### src/rtl/divider_seq_nr_pkg.sv
// Shared FSM encoding and constants for the sequential non-restoring divider.
package divider_seq_nr_pkg;

   typedef enum logic [1:0] {
      S_IDLE = 2'd0,
      S_PREP = 2'd1,
      S_ITER = 2'd2,
      S_FIX  = 2'd3
   } state_t;

   // Replicated to REG_SIZE to form the divide-by-zero quotient (all ones).
   localparam logic DIV0_QUOTIENT_BIT = 1'b1;

endpackage

### src/rtl/divider_seq_nr_step.sv
// One combinational non-restoring division step: shift {P,Q} left, then add or
// subtract the divisor magnitude depending on the sign of the old partial remainder.
module div_nr_step #(
   parameter int REG_SIZE = 32
) (
   input  logic signed [REG_SIZE:0]   p,
   input  logic        [REG_SIZE-1:0] q,
   input  logic signed [REG_SIZE:0]   dv_mag,
   output logic signed [REG_SIZE:0]   p_next,
   output logic        [REG_SIZE-1:0] q_next
);

   logic signed [REG_SIZE:0] p_sh;

   always_comb begin
      p_sh = {p[REG_SIZE-1:0], q[REG_SIZE-1]};
      if (!p[REG_SIZE]) p_next = p_sh - dv_mag;
      else              p_next = p_sh + dv_mag;
      // Quotient bit equals the restoring trial-subtract outcome, so no final correction is needed.
      q_next = {q[REG_SIZE-2:0], ~p_next[REG_SIZE]};
   end

endmodule

### src/rtl/divider_seq_nr.sv
// Multi-cycle signed/unsigned non-restoring divider, one add/sub per clock,
// with start/busy/done handshake and divide-by-zero flag.
module divider_seq_nr
   import divider_seq_nr_pkg::*;
#(
   parameter int REG_SIZE = 32
) (
   input  logic                clock,
   input  logic                reset,
   input  logic                start,
   input  logic                is_signed,
   input  logic [REG_SIZE-1:0] Dividend,
   input  logic [REG_SIZE-1:0] Divisor,
   output logic [REG_SIZE-1:0] Quotient,
   output logic [REG_SIZE-1:0] Remainder,
   output logic                busy,
   output logic                done,
   output logic                div_by_zero
);

   localparam int CW = $clog2(REG_SIZE);

   state_t                   state, state_nx;
   logic [CW-1:0]            cnt;
   logic [REG_SIZE-1:0]      dd_r, dv_r, q_r;
   logic                     sgn_r, q_neg, r_neg;
   logic signed [REG_SIZE:0] p_r, p_nx, dv_mag;
   logic [REG_SIZE-1:0]      q_nx, dd_abs, dv_abs, rem_mag, quo_nx, rem_nx;
   logic                     dz_c, ovf_c;
   logic                     accept, prep_en, iter_en, fix_en, busy_nx;

   // ---------------- FSM: state register
   always_ff @(posedge clock) begin
      if (reset) state <= S_IDLE;
      else       state <= state_nx;
   end

   // ---------------- FSM: next state
   always_comb begin
      state_nx = state;
      unique case (state)
         S_IDLE:  if (start) state_nx = S_PREP;
         S_PREP:  state_nx = dz_c ? S_FIX : S_ITER;
         S_ITER:  if (cnt == '0) state_nx = S_FIX;
         S_FIX:   state_nx = S_IDLE;
         default: state_nx = S_IDLE;
      endcase
   end

   // ---------------- FSM: outputs / datapath enables
   always_comb begin
      accept  = 1'b0;
      prep_en = 1'b0;
      iter_en = 1'b0;
      fix_en  = 1'b0;
      unique case (state)
         S_IDLE:  accept  = start;
         S_PREP:  prep_en = 1'b1;
         S_ITER:  iter_en = 1'b1;
         S_FIX:   fix_en  = 1'b1;
         default: ;
      endcase
      busy_nx = (state_nx != S_IDLE);
   end

   // ---------------- operand conditioning
   always_comb begin
      dz_c   = (dv_r == '0);
      ovf_c  = sgn_r && (dd_r == {1'b1, {(REG_SIZE-1){1'b0}}}) && (&dv_r);
      // -2^(REG_SIZE-1) negates to itself, which is the correct unsigned magnitude.
      dd_abs = (sgn_r && dd_r[REG_SIZE-1]) ? -dd_r : dd_r;
      dv_abs = (sgn_r && dv_r[REG_SIZE-1]) ? -dv_r : dv_r;
      dv_mag = $signed({1'b0, dv_abs});
   end

   div_nr_step #(.REG_SIZE(REG_SIZE)) u_step (
      .p      (p_r),
      .q      (q_r),
      .dv_mag (dv_mag),
      .p_next (p_nx),
      .q_next (q_nx)
   );

   // ---------------- FIX datapath: restore remainder, apply signs, special cases
   always_comb begin
      // Corrected remainder lies in [0,|Dv|), so the low REG_SIZE bits suffice.
      rem_mag = p_r[REG_SIZE] ? (p_r[REG_SIZE-1:0] + dv_mag[REG_SIZE-1:0])
                              : p_r[REG_SIZE-1:0];
      quo_nx  = q_neg ? -q_r : q_r;
      rem_nx  = r_neg ? -rem_mag : rem_mag;
      if (dz_c) begin
         quo_nx = {REG_SIZE{DIV0_QUOTIENT_BIT}};
         rem_nx = dd_r;
      end else if (ovf_c) begin
         quo_nx = dd_r;
         rem_nx = '0;
      end
   end

   // ---------------- operand, sign and iteration registers
   always_ff @(posedge clock) begin
      if (accept) begin
         dd_r  <= Dividend;
         dv_r  <= Divisor;
         sgn_r <= is_signed;
      end
      if (prep_en) begin
         // Q starts as |Dd|; quotient bits enter at the bottom as dividend bits leave the top.
         p_r   <= '0;
         q_r   <= dd_abs;
         q_neg <= sgn_r & (dd_r[REG_SIZE-1] ^ dv_r[REG_SIZE-1]);
         r_neg <= sgn_r & dd_r[REG_SIZE-1];
         cnt   <= CW'(REG_SIZE-1);
      end else if (iter_en) begin
         p_r   <= p_nx;
         q_r   <= q_nx;
         cnt   <= cnt - 1'b1;
      end
   end

   // ---------------- registered outputs
   always_ff @(posedge clock) begin
      if (reset) begin
         Quotient    <= '0;
         Remainder   <= '0;
         div_by_zero <= 1'b0;
         busy        <= 1'b0;
         done        <= 1'b0;
      end else begin
         busy <= busy_nx;
         done <= fix_en;
         if (fix_en) begin
            Quotient    <= quo_nx;
            Remainder   <= rem_nx;
            div_by_zero <= dz_c;
         end
      end
   end

   // done is a single-cycle pulse and never overlaps busy
   a_done_not_busy: assert property (@(posedge clock) disable iff (reset) done |-> !busy);
   a_done_pulse:    assert property (@(posedge clock) disable iff (reset) done |=> !done);

endmodule

### config.mk
export PLATFORM = sky130hd
export DESIGN_NAME = divider_seq_nr
export DESIGN_NICKNAME = d
export VERILOG_FILES = /design/src/rtl/divider_seq_nr_pkg.sv /design/src/rtl/divider_seq_nr_step.sv /design/src/rtl/divider_seq_nr.sv
export SDC_FILE = /design/constraint.sdc
export NUM_CORES = 1
export LEC_CHECK = 0
export BUFFER_PORTS_ARGS = -buffer_cell sky130_fd_sc_hd__buf_2
export CAP_MARGIN = 5
export CORE_MARGIN = 2
export CORE_UTILIZATION = 55
export CTS_CLUSTER_SIZE = 14
export DETAILED_ROUTE_END_ITERATION = 6
export HOLD_SLACK_MARGIN = 0.1
export PLACE_DENSITY = 0.8
export REMOVE_ABC_BUFFERS = 1
export SLEW_MARGIN = 25
export SYNTH_ARGS = -nofsm -noshare
export SYNTH_HDL_FRONTEND = slang
export SYNTH_SLANG_ARGS = --single-unit
export TNS_END_PERCENT = 50
### constraint.sdc
create_clock -name clock -period 11.8 [get_ports clock]
set_clock_uncertainty 0.05 [all_clocks]
set_input_delay 2.36 -clock clock [delete_from_list [all_inputs] [get_ports clock]]
set_output_delay 2.36 -clock clock [all_outputs]
set_load 0.02 [all_outputs]
# After elaboration in Yosys (flattened, before gate mapping)
# Cells that the tools add are included.
[op_classes] n_addsub=8 mul=0 div=0 magnitude_cmp=0 n_eq_ne=4 n_shift=0 n_mux=20 n_bitwise=4 n_reduce_logical=10
[op_table] op="$mux 32" count=11
[op_table] op="$neg 32->32" count=4
[op_table] op="$add 33x33->33" count=1
[op_table] op="$mux 33" count=1
[op_table] op="$sub 33x33->33" count=1
[op_table] op="$add 32x32->32" count=1
[op_table] op="$eq 32x32->1 const B" count=1
[op_table] op="$logic_not 32->1" count=1
[op_table] op="$reduce_and 32->1" count=1
[op_table] op="$pmux 2 s4" count=1
[op_table] op="$logic_not 5->1" count=1
[op_table] op="$mux 1" count=5
[op_table] op="$sub 5x1->5 const B" count=1
[op_table] op="$eq 2x2->1 const B" count=2
[op_table] op="$logic_and 1x1->1" count=4
[op_table] op="$mux 2" count=2
[op_table] op="$reduce_bool 2->1" count=2
[op_table] op="$and 1x1->1" count=2
[op_table] op="$eq 2x1->1 const B" count=1
[op_table] op="$logic_not 2->1" count=1
[op_table] op="$not 1->1" count=1
[op_table] op="$xor 1x1->1" count=1
[totals] register_bits=206 latch_bits=0 ram_bits=0 romBits=0 inputBits=68 out_inout_bits=67 word_cells=60 memories=0

# Longest topological paths before layout
# Gate-level depths: netlist (run 1).
[logic_depth] depth_word=8 depth_mapped=23 ltp_nobuf=23

# Hierarchy
# From an unflattened synthesis (run 1), not the netlist that was laid out.
[unflattened] hier_cells=1808 hier_area_um2=15559.9
[by_module_without_submodules] module="divider_seq_nr" n_inst=1 cells_each=1414 area_per_inst_um2=12739.7 seq_area_each_um2=5114.9
[by_module_without_submodules] module="div_nr_step" n_inst=1 cells_each=394 area_per_inst_um2=2820.2 seq_area_each_um2=0.0

# Least setup slack after synthesis (run 1)
# No wires, ideal clock.
[synth_timing] kind="reg2reg" start="reg dv_r[0]" end="reg q_r[0], data pin" setup_ns=0.260 arrival_ns=4.819 required_time_ns=11.490 slack_ns=6.671 path_stages_with_launch=23 path_buffers=0 synth_period_minus_slack_ns=5.129 cell_sequence="edfxtp_1 > inv_1 > ha_1 > or4b_2 > nor2_1 > o211ai_1 > a2111oi_4 > nand3_1 > or2_1 > nor2_1 > a21oi_1 > xor2_1 > ha_1 > and3_1 > and2_1 > nand2_1 > or4_1 > o32ai_1 > o2111ai_1 > a21boi_0 > nor2_1 > xnor2_1 > mux2_2"
[synth_via] elab_chain_len=7 elab_cells_between_ends=8 classes_between="3 x add/sub; 4 x mux; 1 x bitwise"
[synth_lines] item="start: declaration" line="divider_seq_nr.sv:25" source="logic [REG_SIZE-1:0] dd_r, dv_r, q_r;"
[synth_lines] item="start signal: assignment" line="divider_seq_nr.sv:104" source="dv_r <= Divisor;"
[synth_lines] item="$neg 32->32" line="divider_seq_nr.sv:72" source="dv_abs = (sgn_r && dv_r[REG_SIZE-1]) ? -dv_r : dv_r;"
[synth_lines] item="$mux 32 *" line="divider_seq_nr.sv:72"
[synth_lines] item="$sub 33x33->33 or $add 33x33->33 (tied branches)" line="divider_seq_nr_step.sv:17, divider_seq_nr_step.sv:18"
[synth_lines] item="$mux 33 *" line="divider_seq_nr_step.sv:17" source="if (!p[REG_SIZE]) p_next = p_sh - dv_mag;"
[synth_lines] item="$not 1->1 *" line="divider_seq_nr_step.sv:20" source="q_next = {q[REG_SIZE-2:0], ~p_next[REG_SIZE]};"
[synth_lines] item="$mux 32 *" line="divider_seq_nr.sv:114" source="end else if (iter_en) begin"
[synth_lines] item="$mux 32 *" line="divider_seq_nr.sv:107" source="if (prep_en) begin"
[synth_lines] item="end signal: assignment" line="divider_seq_nr.sv:110" source="q_r <= dd_abs;"
[synth_lines] item="end signal: assignment" line="divider_seq_nr.sv:116" source="q_r <= q_nx;"
[synth_lines] item="end: declaration" line="divider_seq_nr.sv:25"
# Every way passes the cells marked *; elsewhere a longest branch is shown, timed or not. The select of a mux whose other input is x is not followed.
# A chain may end at the register's enable or synchronous reset.

# Final worst setup path (run 1)
[layout_timing] start="reg sgn_r" end="reg q_r[0], data pin"
[layout_via] elab_chain_len=7 elab_cells_between_ends=10 classes_between="2 x add/sub; 5 x mux; 1 x bitwise; 2 x reduce/logical"
[layout_lines] item="start: declaration" line="divider_seq_nr.sv:26" source="logic sgn_r, q_neg, r_neg;"
[layout_lines] item="start signal: assignment" line="divider_seq_nr.sv:105" source="sgn_r <= is_signed;"
[layout_lines] item="$logic_and 1x1->1" line="divider_seq_nr.sv:72"
[layout_lines] item="$mux 32" line="divider_seq_nr.sv:72"
[layout_lines] item="$sub 33x33->33 or $add 33x33->33 (tied branches)" line="divider_seq_nr_step.sv:17, divider_seq_nr_step.sv:18"
[layout_lines] item="$mux 33" line="divider_seq_nr_step.sv:17"
[layout_lines] item="$not 1->1" line="divider_seq_nr_step.sv:20"
[layout_lines] item="$mux 32" line="divider_seq_nr.sv:114"
[layout_lines] item="$mux 32 *" line="divider_seq_nr.sv:107"
# Marked as above.

==> results of run 1 <==
## final timing paths
| kind | from | to | slack [ps] | depth (start not counted) |
|---|---|---|---|---|
| max | sgn_r | q_r[0] | 5660 | 21 |
| min | Quotient[0] | Quotient[0] | 430 | 2 |
| max reg2reg | sgn_r | q_r[0] | 5660 | 21 |
| min reg2reg | Quotient[0] | Quotient[0] | 430 | 2 |
## per-layer routing
metal / global-route usage, % / up-vias / part of all wire [%]
met4: 9.22 / 0 / 3.4
met1: 36.0 / 6199 / 43
li1: - / 6518 / -
met5: 0 / - / 0
met3: 2.47 / 72 / 6.6
met2: 46.3 / 494 / 47
## cells in the mapped netlist, drive strengths merged, types with 13 or more instances
master | n | area, um2
or4 | 14 | 120
a22oi | 33 | 253
inv | 50 | 188
nand3 | 31 | 160
a21o | 18 | 135
buf | 17 | 75.1
clkbuf | 66 | 258
dfxtp | 107 | 2140
o211ai | 17 | 128
a31oi | 24 | 150
ha | 81 | 1010
nand2 | 115 | 432
o21ai | 115 | 579
or2 | 13 | 81.3
xnor2 | 100 | 876
nor2 | 213 | 800
xor2 | 94 | 823
nand4 | 25 | 156
nand2b | 15 | 101
a21oi | 136 | 688
o22ai | 32 | 200
o31ai | 28 | 215
nor2b | 20 | 125
mux2i | 38 | 380
o21a | 18 | 135
a211oi | 16 | 125
edfxtp | 99 | 2970
nor3 | 45 | 235
or3 | 14 | 92.6
## logic make-up (layout without fill, tap and decap cells)
logic type / after synthesis / count (layout)
AO/OA/AOI/OAI: 502 / 502
XOR/XNOR: 194 / 194
adder cells (fa/ha/maj): 83 / 83
buffers and inverters: 133 / 239
flip-flops: 206 / 206
multiplexers: 43 / 43
AND/OR/NAND/NOR: 566 / 566
## flip-flops by register name, indices dropped and copies added (netlist names)
register	count
sgn_r	1
r_neg	1
dv_r	32
dd_r	32
Quotient	32
busy	1
p_r	33
cnt	5
div_by_zero	1
done	1
q_r	32
Remainder	32
q_neg	1
state	2
## where the power goes
group / internal (mW) / leakage, nW / switching (mW) / total (mW)
registers: 1.02 / 1.81 / 0.258 / 1.27
logic: 1.08 / 4.30 / 1.60 / 2.68
clock network: 0.462 / 0.385 / 0.303 / 0.764
## area by class of cell
| class | count | area, um2 | share of cell area, % |
|---|---|---|---|
| multi-input combinational | 1388 | 9210 | 55.8 |
| sequential | 206 | 5120 | 31.0 |
| timing repair buffer | 145 | 761 | 4.61 |
| clock buffer | 28 | 616 | 3.73 |
| tap | 341 | 427 | 2.58 |
| clock inverter | 16 | 195 | 1.18 |
| inverter | 50 | 188 | 1.14 |
## through the flow
| step | power, mW | cells |
|---|---|---|
| 2_1_floorplan | 3.30 | 1644 |
| 3_3_place_gp | 3.84 | 2129 |
| 3_5_place_dp | 3.92 | 2129 |
| 4_1_cts | 4.70 | 2173 |
| 5_1_grt | 5.09 | 2174 |
| 6_report | 4.72 | 2174 |
## worst register-to-register path: stages (launching register included)
cell and delay (ps):
edfxtp_1 710, nand2_1 590, a41oi_1 390, xnor2_1 240, inv_1 160, a2111oi_4 430
nand3_1 150, or2_1 270, nor2_1 170, a21oi_1 110, xor2_1 170, ha_1 350
and3_1 220, and2_1 190, nand2_1 80, or4_1 470, o32ai_1 290, o2111ai_1 160
a21boi_0 220, nor2_1 80, xnor2_1 160, mux2_2 280
==> flow_summary.json, run 1 <==
{
  "cts.htree.levels": 1,
  "setup_viol": 0,
  "io_buffers": 134,
  "worst_slack_ps": 5660,
  "post-route-util_pct": 61.8,
  "cts-buffers-inserted": 24,
  "ant_nets": 0,
  "synthMuxAreaShare_pct": 2.95,
  "status": "completed",
  "final_nets": 1966,
  "cts_hold_buf": 0,
  "ys_warn_count": 0,
  "antenna_cells": 0,
  "synth_seq_area_share_pct": 34.5,
  "initial_utilization_pct": 55.4,
  "ioPinCount": 135,
  "die-width_um": 168,
  "finalSetupTns_ps": 0,
  "period_share_pct": 52.1,
  "routed_wl_um": 38900,
  "grt_max_degree": 63,
  "final_area_um2": 16500,
  "cts_tree": "built",
  "crit_fanout": 20,
  "synth-seq-cells": 206,
  "synth_compound_gate_area_share_pct": 21.7,
  "cts_sinks": 206,
  "num_vias": 13283,
  "cp.arrival_ps": 6390,
  "grt_pass1_wl_um": 62700,
  "route.detailed.drc": 0,
  "critPathLaunchType": "flop",
  "fp.dieH_um": 168,
  "avgSynthCellArea_um2": 8.58,
  "syn2layout_area_growth_pct": 11.4,
  "synthCells": 1727,
  "hold_violations": 0,
  "worst_pin_slew_ps": 1060,
  "core_um2": 26700,
  "drt-pass1-iter-count": 5,
  "num_rows": 60,
  "cp_cell_sequence": "nand2_1, a41oi_1, xnor2_1, inv_1, a2111oi_4, nand3_1, or2_1, nor2_1, a21oi_1, xor2_1, ha_1, and3_1, and2_1, nand2_1, or4_1, o32ai_1, o2111ai_1, a21boi_0, nor2_1, xnor2_1, mux2_2",
  "synthFlopType": "dfxtp_1",
  "ir_drop_mv": 0.141,
  "viasPerCell": 6.11,
  "pre_cts_ws_ps": 5730,
  "place_congestion": 0.921,
  "slew_headroom_pct": 29.6,
  "synth_async_sr_flop_share_pct": 0,
  "dp.final_hpwl_um": 29700,
  "root_buffer": "clkbuf_16",
  "synth_xor_area_share_pct": 11.5,
  "cp_slowest_cell": "edfxtp_1",
  "rsz0062_at_grt": "no",
  "cp_top_family": "simple AND/OR/NAND/NOR gates",
  "final_cell_mix": "nor2_1 (212), a21oi_1 (134), buf_2 (134)",
  "cts.path.max_buffers": 3,
  "path_buf_inv": 1,
  "fmax_mhz": 163,
  "slew_violations": 0,
  "synthSimpleGateAreaFrac_pct": 18.7,
  "cts_resized": 0,
  "fillers": 2296,
  "hold-worst-slack_ps": 425,
  "antenna_found_initial": 1,
  "hold_path_class": "reg -> reg",
  "grt_use_total_pct": 27.0,
  "clk_pin_slew_worst_paths_ps": 60,
  "grt_pass1_vias": 12382,
  "clock_latency_ps": 540,
  "final_common_cell": "nor2_1",
  "fin_crit_ps": 6140,
  "p_leak_nw": 6.50,
  "drive_above_1_share_pct": 12.9,
  "post_dp_cell_area_um2": 15700,
  "wl_per_cell_um": 17.9,
  "endpoint_kind": "flop",
  "criticalPathCategory": "reg -> reg",
  "gr-total-overflow": 0,
  "cap_violations": 0,
  "synth_cell_type_count": 86,
  "synth_fa_ha_area_share_pct": 7.11,
  "critPathMaxStageDelay_ps": 710,
  "synth-edff-count": 99,
  "first_iter_violations": 1168,
  "synth_area_um2": 14800,
  "power_density_nw_per_um2": 286,
  "postCtsSetupBuffers": 0,
  "die-area_um2": 28300,
  "synth_top_family_by_area": "compound AO/OA/AOI/OAI gates",
  "required_ps": 12040
}
Note: power is estimated with default switching activity, not from simulation.
==> inputs of run 2 (changes only) <==
Settings changed: ABC_AREA set to 1, PLACE_DENSITY 0.8 to 0.82.
Clock period 11.8 ns to 5 ns, I/O delays scaled along.
==> flow_summary.json, run 2 <==
{
  "status": "completed",
  "slew_headroom_pct": 34.5,
  "initial_utilization_pct": 55.4,
  "crit_end": "Remainder[24]",
  "final_area_um2": 19000,
  "synth_async_sr_flop_share_pct": 0,
  "cp_slowest_cell": "edfxtp_1",
  "setup_viol": 0,
  "synth-edff-count": 99,
  "die-area_um2": 32000,
  "p_leak_nw": 9.69,
  "root_buffer": "clkbuf_16",
  "dp.final_hpwl_um": 48900,
  "slew_violations": 0,
  "rsz0062_at_grt": "no",
  "cts.htree.levels": 1,
  "rr_endpoint": "Remainder[24]",
  "antenna_found_initial": 2,
  "synth_common_cells": "nand2_1 (683), inv_1 (394), nor2_1 (243)",
  "reg2reg_depth": 23,
  "cts-buffers-inserted": 25,
  "routed_wl_um": 61700,
  "largest_register": "p_r",
  "hold_violations": 0,
  "ioPinCount": 135,
  "grt_pass1_vias": 16076,
  "critPathLaunchType": "flop",
  "cp_common_cell": "nand2_1",
  "period_share_pct": 95.2,
  "num_vias": 18076,
  "synth_xor_area_share_pct": 6.78,
  "num_rows": 64,
  "synthSimpleGateAreaFrac_pct": 33.6,
  "first_iter_violations": 2076,
  "cts_hold_buf": 0,
  "p_total_mw": 11.1,
  "cp.arrival_ps": 5140,
  "critPathLaunch": "dv_r[11]",
  "synthCells": 2554,
  "clk_pin_slew_worst_paths_ps": 60,
  "path_buf_inv": 2,
  "required_ps": 5380,
  "fin_crit_ps": 4760,
  "largest_register_ffs": 33,
  "synth_fa_ha_area_share_pct": 6.26,
  "critPathMaxStageDelay_ps": 500,
  "post_dp_cell_area_um2": 18100,
  "grt_use_total_pct": 37.5,
  "ys_warn_count": 0,
  "path_depth": 23,
  "fp.dieH_um": 179,
  "cp_cell_sequence": "nor2_1, nand2_1, nor2_1, nand3_1, xor2_1, nand2_1, o21ai_1, inv_1, ha_1, nand2_1, inv_1, nand2_1, nand2_1, a21oi_1, nand3_1, nand2_1, nand3_1, o21ai_0, nand2_1, o21ai_0, nand3_1, nand3_1, nand3_1",
  "finalSetupTns_ps": 0,
  "synth_cell_type_count": 59,
  "cap_violations": 0,
  "cts.path.max_buffers": 3,
  "syn2layout_area_growth_pct": 12.8,
  "ant_nets": 0,
  "clock_latency_ps": 550,
  "ir_drop_mv": 0.418,
  "place_congestion": 1.07,
  "hold_path_class": "reg -> reg",
  "fmax_mhz": 210,
  "drive_above_1_share_pct": 11.5,
  "crit_fanout": 6,
  "synth.most_common_cell": "nand2_1",
  "final_cell_mix": "nand2_1 (683), inv_1 (392), nor2_1 (241)",
  "worst_slack_ps": 238,
  "drt-pass1-iter-count": 6,
  "hold-worst-slack_ps": 426,
  "synth_compound_gate_area_share_pct": 12.1,
  "final_common_cell": "nand2_1",
  "pre_cts_ws_ps": 285,
  "cts_tree": "built",
  "synth_seq_area_share_pct": 30.4,
  "synthMuxAreaShare_pct": 0.0818,
  "r2r_setup_slack_ps": 240,
  "whs_path_depth": 2,
  "synth_top_family_by_area": "simple AND/OR/NAND/NOR gates",
  "avgSynthCellArea_um2": 6.59,
  "synth_area_um2": 16800,
  "grt_pass1_wl_um": 91300,
  "synthFlopType": "dfxtp_1",
  "synth-seq-cells": 206,
  "final_nets": 2851,
  "grt_max_degree": 56,
  "worst_pin_slew_ps": 983,
  "io_buffers": 134,
  "route.detailed.drc": 0,
  "viasPerCell": 5.80,
  "die-width_um": 179,
  "wl_per_cell_um": 19.8,
  "synthTopCellsByArea": "edfxtp_1 (18%), nand2_1 (15%), dfxtp_1 (13%)",
  "cts_sinks": 206,
  "criticalPathCategory": "reg -> reg",
  "worst_r2r_startpoint": "dv_r[11]",
  "endpoint_kind": "flop",
  "yosys.area.top_type": "edfxtp_1",
  "power_density_nw_per_um2": 584,
  "cp_top_family": "simple AND/OR/NAND/NOR gates",
  "synth.top_cell.area_share_pct": 17.7,
  "gr-total-overflow": 0,
  "core_um2": 30300
}
-- run 2: cell count changes after synthesis, moves of 20 or more --
cell / before / now
inv_1: 50 / 394
a22oi_1: 32 / 1
mux2i_1: 38 / 0
nand3_1: 30 / 193
o21ai_0: 110 / 161
xnor2_1: 100 / 21
nor2b_1: 20 / 0
o22ai_1: 32 / 0
nand2_1: 115 / 683
nor2_1: 213 / 243
nand4_1: 25 / 58
-- run 2: repair_timing --
item	4_1_cts	5_1_grt
setup buffers	0	2
resized for setup	0	15
endpoints found under the setup margin	0	20
-- run 2: per-stage QoR --
step           cells  util [%]
2_1_floorplan   2492         -
3_3_place_gp    3067      59.5
3_5_place_dp    3067      59.5
4_1_cts         3113      62.2
5_1_grt         3115      62.5
6_report        3116      62.5
-- run 2: worst min-delay path by stage --
stage | slack [ps] | to | startpoint
global placement | 400 | div_by_zero | div_by_zero
detailed placement | 410 | Quotient[24] | Quotient[24]
finish | 430 | Quotient[24] | Quotient[24]
global route | 470 | Remainder[19] | Remainder[19]
CTS | 430 | Quotient[24] | Quotient[24]
floorplan | 410 | cnt[2] | cnt[2]
-- run 2: power breakdown --
part,internal (mW),switching (mW)
combinational,2.19,4.43
sequential,2.14,0.457
clock,1.07,0.790
total,5.40,5.67
-- run 2: worst register-to-register path, cell delays in order, from the launching register on --
cell and delay [ps]:
edfxtp_1 500, nor2_1 280, nand2_1 120, nor2_1 230, nand3_1 150, xor2_1 170, nand2_1 60, o21ai_1 300
inv_1 220, ha_1 420, nand2_1 160, inv_1 60, nand2_1 60, nand2_1 70, a21oi_1 190, nand3_1 170
nand2_1 90, nand3_1 100, o21ai_0 340, nand2_1 220, o21ai_0 280, nand3_1 120, nand3_1 200, nand3_1 90
-- run 2: per-layer routing --
layer | track usage [%] | part of all wire, % | vias up
met5 | 0 | 0 | -
met4 | 13.0 | 3.8 | 0
met3 | 4.86 | 10 | 144
met2 | 57.5 | 43 | 996
met1 | 53.9 | 43 | 8374
li1 | - | - | 8562
-- run 2: logic make-up after synthesis --
group                      count (synthesis)
muxes                                      1
buffers and inverters                    472
xor gates and xnor gates                 126
adders and majority gates                 83
AOI/OAI and AO/OA                        366
DFF                                      206
and+or+nand+nor                         1300
-- run 2: cell type report --
cell class | instances | area [um2]
inverters | 410 | 1540
clock buffers | 32 | 683
clock inverters | 14 | 131
repair buffers | 181 | 1020
multi-input cells | 1876 | 9980
fillers | 2832 | 11400
flip-flops and latches | 206 | 5120
diodes | 1 | 2.50
well taps | 396 | 495
==> inputs of run 3 (changes only) <==
Settings changed: PLACE_DENSITY 0.82 to 0.79.
Clock period 5 ns to 5.7 ns, I/O delays scaled along.
==> flow_summary.json, run 3 (synthesis gave the netlist of run 2 again) <==
{
  "period_share_pct": 86.3,
  "final_common_cell": "nand2_1",
  "power_density_nw_per_um2": 512,
  "worst_pin_slew_ps": 967,
  "criticalPathCategory": "reg -> reg",
  "cts_tree": "built",
  "finalSetupTns_ps": 0,
  "gr-usage-met3_pct": 7.21,
  "fmax_mhz": 203,
  "ioPinCount": 135,
  "grt_pass1_wl_um": 88900,
  "hold_violations": 0,
  "final_cell_mix": "nand2_1 (683), inv_1 (393), nor2_1 (242)",
  "met2_usage_pct": 55.6,
  "rsz0062_at_grt": "no",
  "routed_wl_um": 58200,
  "drive_above_1_share_pct": 10.5,
  "violations": "design-rule violations",
  "die-area_um2": 32000,
  "ir_drop_mv": 0.287,
  "syn2layout_area_growth_pct": 11.6,
  "clock_latency_ps": 550,
  "top_usage_layer": "met2",
  "initial_utilization_pct": 55.4,
  "postCtsSetupBuffers": 0,
  "fillers": 2828,
  "grt_use_total_pct": 36.1,
  "use_met1_pct": 50.0,
  "cts-buffers-inserted": 25,
  "p_total_mw": 9.61,
  "endpoint_kind": "flop",
  "cp.arrival_ps": 5310,
  "io_buffers": 134,
  "critPathMaxStageDelay_ps": 500,
  "clk_pin_slew_worst_paths_ps": 60,
  "largest_register_ffs": 33,
  "critPathLaunchType": "flop",
  "cts.htree.levels": 1,
  "drt-pass1-iter-count": 7,
  "cp_slowest_cell": "edfxtp_1",
  "cap_violations": 0,
  "cts.path.max_buffers": 3,
  "worst_slack_ps": 783,
  "cts_sinks": 206,
  "die-width_um": 179,
  "antenna_found_initial": 1,
  "slew_violations": 0,
  "cts_hold_buf": 0,
  "place_congestion": 1.04,
  "first_iter_violations": 1867,
  "viasPerCell": 5.71,
  "crit_fanout": 6,
  "final_nets": 2829,
  "p_leak_nw": 9.58,
  "hold_path_class": "reg -> reg",
  "num_rows": 64,
  "status": "finished with violations",
  "gr-total-overflow": 0,
  "root_buffer": "clkbuf_16",
  "fin_crit_ps": 4920,
  "slew_headroom_pct": 35.5,
  "required_ps": 6100,
  "ant_nets": 0,
  "core_um2": 30300,
  "grt_pass1_vias": 16179,
  "num_vias": 17665,
  "fp.dieH_um": 179,
  "dp.final_hpwl_um": 46000,
  "largest_register": "p_r",
  "route.detailed.drc": 5,
  "cts_resized": 0,
  "wl_per_cell_um": 18.8,
  "grt_max_degree": 66,
  "setup_viol": 0,
  "pre_cts_ws_ps": 873
}
[run 3: worst paths after layout]
check	cells past startpoint	startpoint	end	slack, ps
setup / recovery	28	dv_r[0]	p_r[31]	780
hold / removal	2	div_by_zero	div_by_zero	430
setup reg to reg	28	dv_r[0]	p_r[31]	780
hold reg to reg	2	div_by_zero	div_by_zero	430
[run 3: area by class of cell]
| type | count | area [um2] | area share [%] |
|---|---|---|---|
| flip-flops and latches | 206 | 5110 | 27.2 |
| well taps | 396 | 495 | 2.64 |
| multi-input cells | 1876 | 9900 | 52.8 |
| repair buffers | 159 | 858 | 4.57 |
| inverters | 410 | 1540 | 8.22 |
| clock inverters | 18 | 220 | 1.17 |
| clock buffers | 28 | 637 | 3.39 |
| diodes | 1 | 2.50 | 0.0133 |
[run 3: per-stage QoR]
| stage | util, % | cells | instance area (um2) | hold WS, ps |
|---|---|---|---|---|
| after floorplan | - | 2492 | 16600 | 406 |
| after CTS | 61.9 | 3093 | 18800 | 427 |
| after global placement | 59.0 | 3047 | 17900 | 405 |
| after detailed placement | 59.0 | 3047 | 17900 | 415 |
| after global routing | 61.9 | 3094 | 18800 | 453 |
| final | 61.9 | 3094 | 18800 | 428 |
[run 3: power by group]
group | internal, mW | total [mW] | switching [mW]
clock | 0.995 | 1.68 | 0.683
combinational | 1.84 | 5.66 | 3.82
sequential | 1.88 | 2.27 | 0.390
[run 3: critical path, delay by kind of cell, from the launching register on]
kind	cells	cell delay, ps
DFF	1	500
adders and majority gates	2	590
xor gates and xnor gates	1	210
AOI/OAI and AO/OA	7	1360
and+or+nand+nor	13	1680
buffers and inverters	5	420
[run 3: routing by layer]
| metal | part of all wire (%) | wire [um] |
|---|---|---|
| met5 | 0 | 0 |
| met4 | 4.0 | 2310 |
| met3 | 11 | 6270 |
| met2 | 43 | 25000 |
| met1 | 42 | 24700 |
